<file path="src/rtl/hwpe_ctrl_package.sv">
// Shared types for the sequential-multiplier feeder.
// The default operand/tag widths below feed the parameter defaults of
// hwpe_ctrl_seq_mult_feeder; the job/result structs describe the default-width
// view of what travels through the feeder.
package hwpe_ctrl_package;

  localparam int unsigned SEQ_MULT_AW = 8;
  localparam int unsigned SEQ_MULT_BW = 8;
  localparam int unsigned SEQ_MULT_TW = 4;

  typedef struct packed {
    logic [SEQ_MULT_AW-1:0] a;
    logic [SEQ_MULT_BW-1:0] b;
    logic                   invert;
    logic [SEQ_MULT_TW-1:0] tag;
  } seq_mult_job_t;

  typedef struct packed {
    logic [SEQ_MULT_AW+SEQ_MULT_BW-1:0] prod;
    logic [SEQ_MULT_TW-1:0]             tag;
  } seq_mult_res_t;

  // Feeder control states: idle, multiplier computing, result on offer.
  typedef enum logic [1:0] {
    FEED_IDLE = 2'd0,
    FEED_WAIT = 2'd1,
    FEED_DONE = 2'd2
  } seq_mult_feeder_state_e;

endpackage

</file>
<file path="src/rtl/hwpe_ctrl_seq_mult_feeder_fifo.sv">
// Generic DEPTH-entry register FIFO with synchronous clear.
// DEPTH must be a power of two so the pointers wrap by natural overflow.
// A push while full or a pop while empty is ignored.
module hwpe_ctrl_seq_mult_feeder_fifo #(
  parameter int unsigned W     = 8,
  parameter int unsigned DEPTH = 2
) (
  input  logic         clk_i,
  input  logic         rst_ni,
  input  logic         clear_i,
  input  logic         push_i,
  input  logic [W-1:0] data_i,
  input  logic         pop_i,
  output logic [W-1:0] data_o,
  output logic         full_o,
  output logic         empty_o
);

  localparam int unsigned PW = (DEPTH > 1) ? $clog2(DEPTH) : 1;
  localparam logic [PW:0] FULL_COUNT = (PW+1)'(DEPTH);

  logic [W-1:0]  mem_q [DEPTH];
  logic [PW-1:0] wr_ptr_q;
  logic [PW-1:0] rd_ptr_q;
  logic [PW:0]   count_q;
  logic          do_push;
  logic          do_pop;

  assign full_o  = (count_q == FULL_COUNT);
  assign empty_o = (count_q == '0);
  assign do_push = push_i && !full_o;
  assign do_pop  = pop_i && !empty_o;
  assign data_o  = mem_q[rd_ptr_q];

  // Pointer and occupancy bookkeeping; clear wins over push/pop.
  always_ff @(posedge clk_i or negedge rst_ni) begin
    if (!rst_ni) begin
      wr_ptr_q <= '0;
      rd_ptr_q <= '0;
      count_q  <= '0;
    end else if (clear_i) begin
      wr_ptr_q <= '0;
      rd_ptr_q <= '0;
      count_q  <= '0;
    end else begin
      if (do_push) wr_ptr_q <= wr_ptr_q + PW'(1);
      if (do_pop)  rd_ptr_q <= rd_ptr_q + PW'(1);
      case ({do_push, do_pop})
        2'b10:   count_q <= count_q + (PW+1)'(1);
        2'b01:   count_q <= count_q - (PW+1)'(1);
        default: count_q <= count_q;
      endcase
    end
  end

  // Storage array; contents are only meaningful below the occupancy count.
  always_ff @(posedge clk_i) begin
    if (do_push) mem_q[wr_ptr_q] <= data_i;
  end

endmodule

</file>
<file path="src/rtl/hwpe_ctrl_seq_mult_feeder.sv">
// Job feeder for the sequential unsigned multiplier.
// Jobs {a, b, invert, tag} are queued in a small FIFO, issued one at a time
// with operands held in a local register, and the product is returned with
// its tag on a valid/ready result stream, strictly in job order.
// Handshakes: a transfer happens on a rising clock edge where valid and ready
// are both high; valid never waits for ready, and a raised valid holds its
// data stable until the transfer.
// Optional build macro HWPE_CTRL_SEQ_MULT_FEEDER_STATS_EN adds saturating
// 16-bit job and busy-cycle counters.
module hwpe_ctrl_seq_mult_feeder
  import hwpe_ctrl_package::*;
#(
  parameter int unsigned AW    = SEQ_MULT_AW,
  parameter int unsigned BW    = SEQ_MULT_BW,
  parameter int unsigned TW    = SEQ_MULT_TW,
  parameter int unsigned DEPTH = 2
) (
  input  logic             clk_i,
  input  logic             rst_ni,
  input  logic             clear_i,
  input  logic             job_valid_i,
  output logic             job_ready_o,
  input  logic [AW-1:0]    job_a_i,
  input  logic [BW-1:0]    job_b_i,
  input  logic             job_invert_i,
  input  logic [TW-1:0]    job_tag_i,
  output logic             mult_start_o,
  output logic [AW-1:0]    mult_a_o,
  output logic [BW-1:0]    mult_b_o,
  output logic             mult_invert_o,
  input  logic             mult_valid_i,
  input  logic             mult_ready_i,
  input  logic [AW+BW-1:0] mult_prod_i,
  output logic             res_valid_o,
  input  logic             res_ready_i,
  output logic [AW+BW-1:0] res_prod_o,
  output logic [TW-1:0]    res_tag_o
`ifdef HWPE_CTRL_SEQ_MULT_FEEDER_STATS_EN
  ,
  output logic [15:0]      stat_jobs_o,
  output logic [15:0]      stat_busy_o
`endif
);

  // Parameter-width view of a queued job.
  typedef struct packed {
    logic [AW-1:0] a;
    logic [BW-1:0] b;
    logic          invert;
    logic [TW-1:0] tag;
  } job_t;

  localparam int unsigned JW = $bits(job_t);

  seq_mult_feeder_state_e state_q, state_d;

  job_t             job_in;
  job_t             job_head;
  job_t             op_q;
  logic             fifo_full;
  logic             fifo_empty;
  logic             issue;
  logic             capture;
  logic             accept;
  logic             start_q;
  logic [AW+BW-1:0] prod_q;
  logic [TW-1:0]    tag_q;

  assign job_in = {job_a_i, job_b_i, job_invert_i, job_tag_i};

  hwpe_ctrl_seq_mult_feeder_fifo #(
    .W     (JW),
    .DEPTH (DEPTH)
  ) i_fifo (
    .clk_i   (clk_i),
    .rst_ni  (rst_ni),
    .clear_i (clear_i),
    .push_i  (job_valid_i),
    .data_i  (job_in),
    .pop_i   (issue),
    .data_o  (job_head),
    .full_o  (fifo_full),
    .empty_o (fifo_empty)
  );

  // State register.
  always_ff @(posedge clk_i or negedge rst_ni) begin
    if (!rst_ni) state_q <= FEED_IDLE;
    else         state_q <= state_d;
  end

  // Next state and per-cycle strobes. start_q is high only in the first WAIT
  // cycle, so using it to mask valid ignores a valid left high by the
  // previous job. clear_i overrides every transition and strobe.
  always_comb begin
    state_d = state_q;
    issue   = 1'b0;
    capture = 1'b0;
    accept  = 1'b0;
    case (state_q)
      FEED_IDLE: begin
        if (!fifo_empty && mult_ready_i) begin
          issue   = 1'b1;
          state_d = FEED_WAIT;
        end
      end
      FEED_WAIT: begin
        if (!start_q && mult_valid_i) begin
          capture = 1'b1;
          state_d = FEED_DONE;
        end
      end
      FEED_DONE: begin
        if (res_ready_i) begin
          accept  = 1'b1;
          state_d = FEED_IDLE;
        end
      end
      default: state_d = FEED_IDLE;
    endcase
    if (clear_i) begin
      state_d = FEED_IDLE;
      issue   = 1'b0;
      capture = 1'b0;
      accept  = 1'b0;
    end
  end

  // Operand register, start strobe and result capture; all zeroed by clear.
  always_ff @(posedge clk_i or negedge rst_ni) begin
    if (!rst_ni) begin
      op_q    <= '0;
      start_q <= 1'b0;
      prod_q  <= '0;
      tag_q   <= '0;
    end else if (clear_i) begin
      op_q    <= '0;
      start_q <= 1'b0;
      prod_q  <= '0;
      tag_q   <= '0;
    end else begin
      start_q <= issue;
      if (issue) op_q <= job_head;
      if (capture) begin
        prod_q <= mult_prod_i;
        tag_q  <= op_q.tag;
      end
    end
  end

  assign job_ready_o   = !fifo_full;
  assign mult_start_o  = start_q;
  assign mult_a_o      = op_q.a;
  assign mult_b_o      = op_q.b;
  assign mult_invert_o = op_q.invert;
  assign res_valid_o   = (state_q == FEED_DONE);
  assign res_prod_o    = prod_q;
  assign res_tag_o     = tag_q;

`ifdef HWPE_CTRL_SEQ_MULT_FEEDER_STATS_EN
  logic [15:0] stat_jobs_q;
  logic [15:0] stat_busy_q;

  // Saturating counters: completed result handshakes and non-idle cycles.
  always_ff @(posedge clk_i or negedge rst_ni) begin
    if (!rst_ni) begin
      stat_jobs_q <= '0;
      stat_busy_q <= '0;
    end else if (clear_i) begin
      stat_jobs_q <= '0;
      stat_busy_q <= '0;
    end else begin
      if (accept && (stat_jobs_q != 16'hFFFF))
        stat_jobs_q <= stat_jobs_q + 16'd1;
      if ((state_q != FEED_IDLE) && (stat_busy_q != 16'hFFFF))
        stat_busy_q <= stat_busy_q + 16'd1;
    end
  end

  assign stat_jobs_o = stat_jobs_q;
  assign stat_busy_o = stat_busy_q;
`endif

endmodule

</file>
<file path="config.mk">
export PLATFORM = sky130hd
export DESIGN_NAME = hwpe_ctrl_seq_mult_feeder
export DESIGN_NICKNAME = d
export VERILOG_FILES = /design/src/rtl/hwpe_ctrl_package.sv /design/src/rtl/hwpe_ctrl_seq_mult_feeder_fifo.sv /design/src/rtl/hwpe_ctrl_seq_mult_feeder.sv
export SDC_FILE = /design/constraint.sdc
export NUM_CORES = 1
export LEC_CHECK = 0
export BUFFER_PORTS_ARGS = -buffer_cell sky130_fd_sc_hd__buf_2
export CORE_ASPECT_RATIO = 1.75
export CORE_UTILIZATION = 40
export DETAILED_ROUTE_END_ITERATION = 7
export PLACE_DENSITY_LB_ADDON = 0.2
export SKIP_LAST_GASP = 1
export SLEW_MARGIN = 5
export SYNTH_ARGS = -nofsm -noshare
export SYNTH_HDL_FRONTEND = slang
export SYNTH_SLANG_ARGS = --single-unit
</file>
<file path="constraint.sdc">
create_clock -name clk_i -period 2.2 [get_ports clk_i]
set_input_delay 0.22 -clock clk_i [delete_from_list [all_inputs] [get_ports clk_i]]
set_output_delay 0.22 -clock clk_i [all_outputs]
set_load 0.01 [all_outputs]
</file>
Word-level counts from Yosys, hierarchy flattened
Memories as Yosys holds them, arrays and structs flattened.
Index checks and enable logic that the tools add are counted.
{"block": "classes", "addsub": 4, "eq_ne": 8, "n_mux": 26, "reduce_logical": 15}
{"cell": "two-way mux 21 bit", "n": 2}
{"cell": "two-way mux 16 bit", "n": 2}
{"cell": "two-way mux 1 bit", "n": 13}
{"cell": "two-way mux 2 bit", "n": 5}
{"cell": "two-way mux 4 bit", "n": 2}
{"cell": "nonzero test 2 bit", "n": 4}
{"cell": "equality test 2 bit, second input constant", "n": 3}
{"cell": "inequality test 3 bit, second input constant", "n": 2}
{"cell": "case mux 2 bit (3 select lines)", "n": 1}
{"cell": "equality test 2 x 1 -> 1 bit, second input constant", "n": 2}
{"cell": "logical AND 1 bit", "n": 4}
{"cell": "zero test 2 bit", "n": 2}
{"cell": "case mux 2 bit (2 select lines)", "n": 1}
{"cell": "zero test 1 bit", "n": 3}
{"cell": "inequality test 3 x 2 -> 1 bit, second input constant", "n": 1}
{"cell": "AND reduction 3 bit", "n": 1}
{"cell": "nonzero test 3 bit", "n": 1}
{"cell": "adder 1 bit, second input constant", "n": 2}
{"cell": "adder 2 x 1 -> 2 bit, second input constant", "n": 1}
{"cell": "subtractor 2 x 1 -> 2 bit, second input constant", "n": 1}
{"block": "totals", "regBits": 48, "mem_bits_rw": 42, "input_bits": 44, "out_inout_bits": 40, "word_cells": 65, "memories": 1}
{"name": "i_fifo.mem_q", "depth": 2, "width": 21, "read_ports": 1, "rd_clocked_by_memory_dff": 0, "wr": 1, "line_no": "hwpe_ctrl_seq_mult_feeder_fifo.sv:22", "source": "logic [W-1:0] mem_q [DEPTH];"}

Logic depth before layout (Yosys ltp)
{"block": "depth", "ltp_word": 10, "depth_mapped": 5, "ltp_nobuf": 3}

Hierarchy
A second synthesis with hierarchy kept.
{"block": "hier_totals", "cells_unflattened": 299, "hier_area_um2": 3634.7}
{"mod": "hwpe_ctrl_seq_mult_feeder", "instances": 1, "cells_per_inst": 209, "area_each_um2": 1901.8, "seq_area_each_um2": 1101.1}
{"mod": "hwpe_ctrl_seq_mult_feeder_fifo", "instances": 1, "cells_per_inst": 90, "area_each_um2": 1732.9, "seq_area_each_um2": 1361.3}

Worst setup path after synthesis
Ideal clock, no wire load.
{"block": "synth_timing", "path_kind": "flip-flop to flip-flop", "from": "register i_fifo.count_q[1]", "to": "memory i_fifo.mem_q[0][0] in the netlist's numbering (enable)", "arrival_time_ps": 1298, "required_ps": 1824, "slack_ps": 526, "stages_incl_launch_ff": 4, "path_cell_list": "dfrtp_1 nor2b_1 or3_1 inv_1"}
{"block": "synth_via", "elab_chain_cells": 5}
{"item": "from (decl)", "line_no": "hwpe_ctrl_seq_mult_feeder_fifo.sv:25", "source": "logic [PW:0] count_q;"}
{"item": "from (signal assigned)", "line_no": "hwpe_ctrl_seq_mult_feeder_fifo.sv:49", "source": "2'b10: count_q <= count_q + (PW+1)'(1);"}
{"item": "from (signal assigned)", "line_no": "hwpe_ctrl_seq_mult_feeder_fifo.sv:50", "source": "2'b01: count_q <= count_q - (PW+1)'(1);"}
{"item": "from (signal assigned)", "line_no": "hwpe_ctrl_seq_mult_feeder_fifo.sv:51", "source": "default: count_q <= count_q;"}
{"item": "equality test 2 bit", "line_no": "hwpe_ctrl_seq_mult_feeder_fifo.sv:29", "source": "assign full_o = (count_q == FULL_COUNT);"}
{"item": "zero test 1 bit", "line_no": "hwpe_ctrl_seq_mult_feeder_fifo.sv:31", "source": "assign do_push = push_i && !full_o;"}
{"item": "logical AND 1 bit", "line_no": "hwpe_ctrl_seq_mult_feeder_fifo.sv:31"}
{"item": "two-way mux 1 bit", "line_no": "hwpe_ctrl_seq_mult_feeder_fifo.sv:58", "source": "if (do_push) mem_q[wr_ptr_q] <= data_i;"}
{"item": "two-way mux 1 bit (not written as such)", "line_no": "hwpe_ctrl_seq_mult_feeder_fifo.sv:58"}
{"item": "to (decl)", "line_no": "hwpe_ctrl_seq_mult_feeder_fifo.sv:22"}
Every way passes these cells.

Final worst setup path
{"block": "layout_timing", "from": "register i_fifo.count_q[0]", "to": "register op_q, in the netlist mult_b_o[3]"}
{"block": "layout_via", "elab_chain_cells": 7}
{"item": "zero test 2 bit", "line_no": "hwpe_ctrl_seq_mult_feeder_fifo.sv:30", "source": "assign empty_o = (count_q == '0);"}
{"item": "zero test 1 bit", "line_no": "hwpe_ctrl_seq_mult_feeder.sv:102", "source": "if (!fifo_empty && mult_ready_i) begin"}
{"item": "logical AND 1 bit", "line_no": "hwpe_ctrl_seq_mult_feeder.sv:102"}
{"item": "two-way mux 1 bit", "line_no": "hwpe_ctrl_seq_mult_feeder.sv:102"}
{"item": "two-way mux 1 bit", "line_no": "hwpe_ctrl_seq_mult_feeder.sv:100", "source": "case (state_q)"}
{"item": "two-way mux 1 bit", "line_no": "hwpe_ctrl_seq_mult_feeder.sv:121", "source": "if (clear_i) begin"}
{"item": "nonzero test 2 bit (no source line)"}
{"item": "to (signal assigned)", "line_no": "hwpe_ctrl_seq_mult_feeder.sv:143", "source": "if (issue) op_q <= job_head;"}
{"item": "to (decl)", "line_no": "hwpe_ctrl_seq_mult_feeder.sv:59", "source": "job_t op_q;"}
Every way passes these cells.
A chain may end at the register's enable or synchronous reset.

==> results.txt <==
----------------------------------------------------
[Status]
  Result of the run ... finished clean

[Logic synthesis]
  Warnings, synthesis ... 0
  Sequential area share after synthesis ... 0.7167
  Fraction of synthesized cell area taken by the top area cell type ... 0.3671
  Post-synthesis cell type with the largest combined area ... edfxtp_1
  Cell types with the largest area share after synthesis ... edfxtp_1 (37%), dfrtp_1 (35%), mux2i_1 (6.1%)
  Number of register bits inferred by synthesis ... 90
  Syn Area/Cell ... 15.91 sq um
  Synthesized net count ... 260
  Total standard cell area after synthesis ... 0.003436 sq mm
  Number of unique standard cell types used by synthesis ... 27
  Post-Synthesis Cells ... 216

[Global route]
  Via count of the first global-routing pass ... 2010
  Total overflow reported by the global router ... 0
  Pin count of the biggest net entering global routing ... 29
  Global-route wire length before repair ... 10040 microns
  Combined global-route utilization of all metal layers ... 0.1531
  Initial antenna violation count ... 0

[Die]
  Die boundary height ... 124.6 microns
  Number of placement rows ... 44
  Placeable core area ... 0.008313 sq mm
  Total Die Area ... 0.008979 sq mm
  Number of primary I/O pins ... 84
  Effective utilization at floorplan ... 0.4133
  Die X ... 72.06 microns

[Setup path]
  Critical-path cell with the highest stage delay ... nand4bb_2
  Critical Path Sink Type ... flop
  CP Buf/Inv Count ... 0
  Data required time of the critical path ... 2.43 ns
  Critical Path AT ... 1.96 ns
  Critical path class ... flop to flop
  CP Max Fanout ... 23
  Beginning of the worst register-to-register path ... i_fifo.count_q[0]
  Top delay family on crit path ... simple AND/OR/NAND/NOR gates
  Ordered list of cells on the worst path ... nor2_1 -> nand4bb_2 -> o2bb2ai_1
  CP peak stage delay ... 0.70 ns
  Worst setup startpoint ... i_fifo.count_q[0]
  Startpoint class of the critical path ... flop

[Clock tree]
  H-tree lvl count ... 3
  Clock tree buffer depth ... 2
  Clock transition at the registers of the reported paths ... 0.06 ns
  Number of clock sinks seen by CTS ... 90
  Number of cells upsized or downsized after cts ... 0
  Number of hold buffers added after CTS ... 1
  CTS tree ... built
  Post-CTS setup buffers ... 0
  Insertion delay to the later sink of the worst-skew pair ... 0.33 ns
  Clock root buffer ... clkbuf_16
  Cts bufs inserted ... 9

[Cells and area]
  Area growth, synth to finish ... 20.14%
  Total Nets Final ... 332
  Sequential Area ... 0.002462 sq mm
  Area of the multi-input gates ... 772.0 sq um
  Count of filler cells inserted in the layout ... 734
  Final std cells w/o fill ... 408
  Core occupancy in the finished layout ... 0.4965
  Fraction of layout cells with a size suffix above 1 ... 0.3584
  Diodes inserted ... 0

[Route]
  Number of vias after detailed routing ... 1972
  Average wire per cell in the routed design ... 15.17 microns
  Wirelength, routed ... 6190 microns
  Number of optimization iterations in the first detailed-route pass ... 4
  DRC errors left ... 0
  Iteration-0 DRC count of the detailed router ... 105
  Final antenna-violating net count ... 0
  Vias per cell ... 4.833

[Place]
  Number of input and output port buffers inserted ... 83
  RePlAce Congestion ... 0.7468
  Final HPWL DP ... 4043 microns
  Dpl cells ... 391

[Job]
  Reported max-cap violation count ... 0

[STA]
  Max Clock Freq ... 579.1 MHz
  Transition time at the pin with the least slew margin ... 0.9654 ns
  Hold Vio Cnt, Final ... 0
  Minimum clock period after layout ... 1.727 ns
  Worst slew margin relative to its limit ... 0.3544
  Final period utilization ... 0.7849
  Total negative slack for setup checks ... 0 ns
  Final setup skew ... 0.005375 ns
  Unrepaired setup endpoints after global routing ... false
  Slew Viols, Final ... 0
  Setup violations, final ... 0

[Worst hold path]
  Kind of path behind the tightest hold check ... input pin to flop
  Startpoint of the worst hold path ... job_a_i[3]

[Pwr]
  Worst supply voltage drop on vdd ... 0.4550 mV
  Total chip power ... 3.501 mW
  Pwr per Cell Area ... 848.2 mW/mm^2
  Reported leakage power ... 1.843 nW

----------------------------------------------------
-- path summary, 6_finish.rpt --
kind,to,slack (ns),cells after the start
max in group asynchronous,mult_b_o[2],1.20,3
worst max register to register,mult_b_o[3],0.47,3
min in group asynchronous,res_prod_o[12],0.45,2
worst max-delay path,mult_b_o[3],0.47,3
worst min-delay path,i_fifo.mem_q[0][16],0.07,1
worst min register to register,op_q[3],0.49,1
-- registers in the layout, summed over array words and instances (netlist names) --
register and flops:
mult_b_o 8, mult_a_o 8, op_q 4, i_fifo.count_q 2, i_fifo.rd_ptr_q 1, mult_start_o 1
i_fifo.mem_q 42, i_fifo.wr_ptr_q 1, res_prod_o 16, mult_invert_o 1, state_q 2, res_tag_o 4
-- Yosys cell counts --
cell and instances:
nor2b_1 2, clkbuf_1 3, nand4b_1 1, o2bb2ai_1 21, and3_1 1, a31oi_1 3, or3_1 2, buf_6 2
nor2_1 4, buf_2 6, nand2_1 3, or3b_4 1, inv_1 5, mux2i_1 21, and3_2 1, buf_4 16
a21oi_1 2, a22o_1 20, nand4bb_2 1, nor3b_1 1, dfrtp_1 48, nand3_1 3, o21ba_4 1, clkbuf_2 1
edfxtp_1 42, o21ai_0 4, a21o_1 1
-- area by class of cell --
class	count	share of cell area
flip-flops and latches	90	0.5965
inverters	5	0.004547
clock inverters	5	0.005456
clock buffers	11	0.05638
well taps	115	0.03486
repair buffers	89	0.1152
multi-input cells	93	0.1870
-- kinds of logic (layout without fill, tap and decap cells) --
kind of cell           Yosys count  after routing  synth area share
AND/OR/NAND/NOR                 20             20           0.03605
flip-flops                      90             90            0.7167
AO/OA/AOI/OAI                   52             52            0.1256
buffers and inverters           33            110           0.06045
multiplexers                    21             21           0.06118
-- metrics by stage --
stage               setup slack [ns]  hold slack [ns]  area (sq um)
floorplan                     0.5262         -0.07559          3436
global placement              0.5453           0.2837          3862
detailed placement            0.4595           0.2978          3862
CTS                           0.4726          0.05882          4128
global route                  0.3070          0.06290          4128
finish                        0.4733          0.07217          4128
-- power by group --
group / internal (mW) / switching [mW]
registers: 1.85 / 0.0413
clock network: 0.751 / 0.576
logic: 0.119 / 0.160
-- placed cells by master, fill, tap and decap left out, drive strengths merged --
cell / n
dfrtp: 48
or3: 2
a21oi: 2
a31oi: 3
dlygate4sd3: 1
o21ba: 1
mux2i: 21
nand3: 3
o21ai: 4
clkinv: 5
a21o: 1
nor2b: 2
or3b: 1
nand4bb: 1
nand4b: 1
a22o: 20
inv: 5
nor2: 4
and3: 2
clkbuf: 11
o2bb2ai: 21
buf: 88
nor3b: 1
nand2: 3
edfxtp: 42
-- metal layers --
metal	vias to the layer above	GRT usage	routed length (microns)
li1	942	-	-
met2	61	0.2474	3118
met5	-	0	0
met4	0	0.08997	159
met1	957	0.1786	2609
met3	12	0.04045	304
No activity file was read; power rests on OpenSTA's default activity.
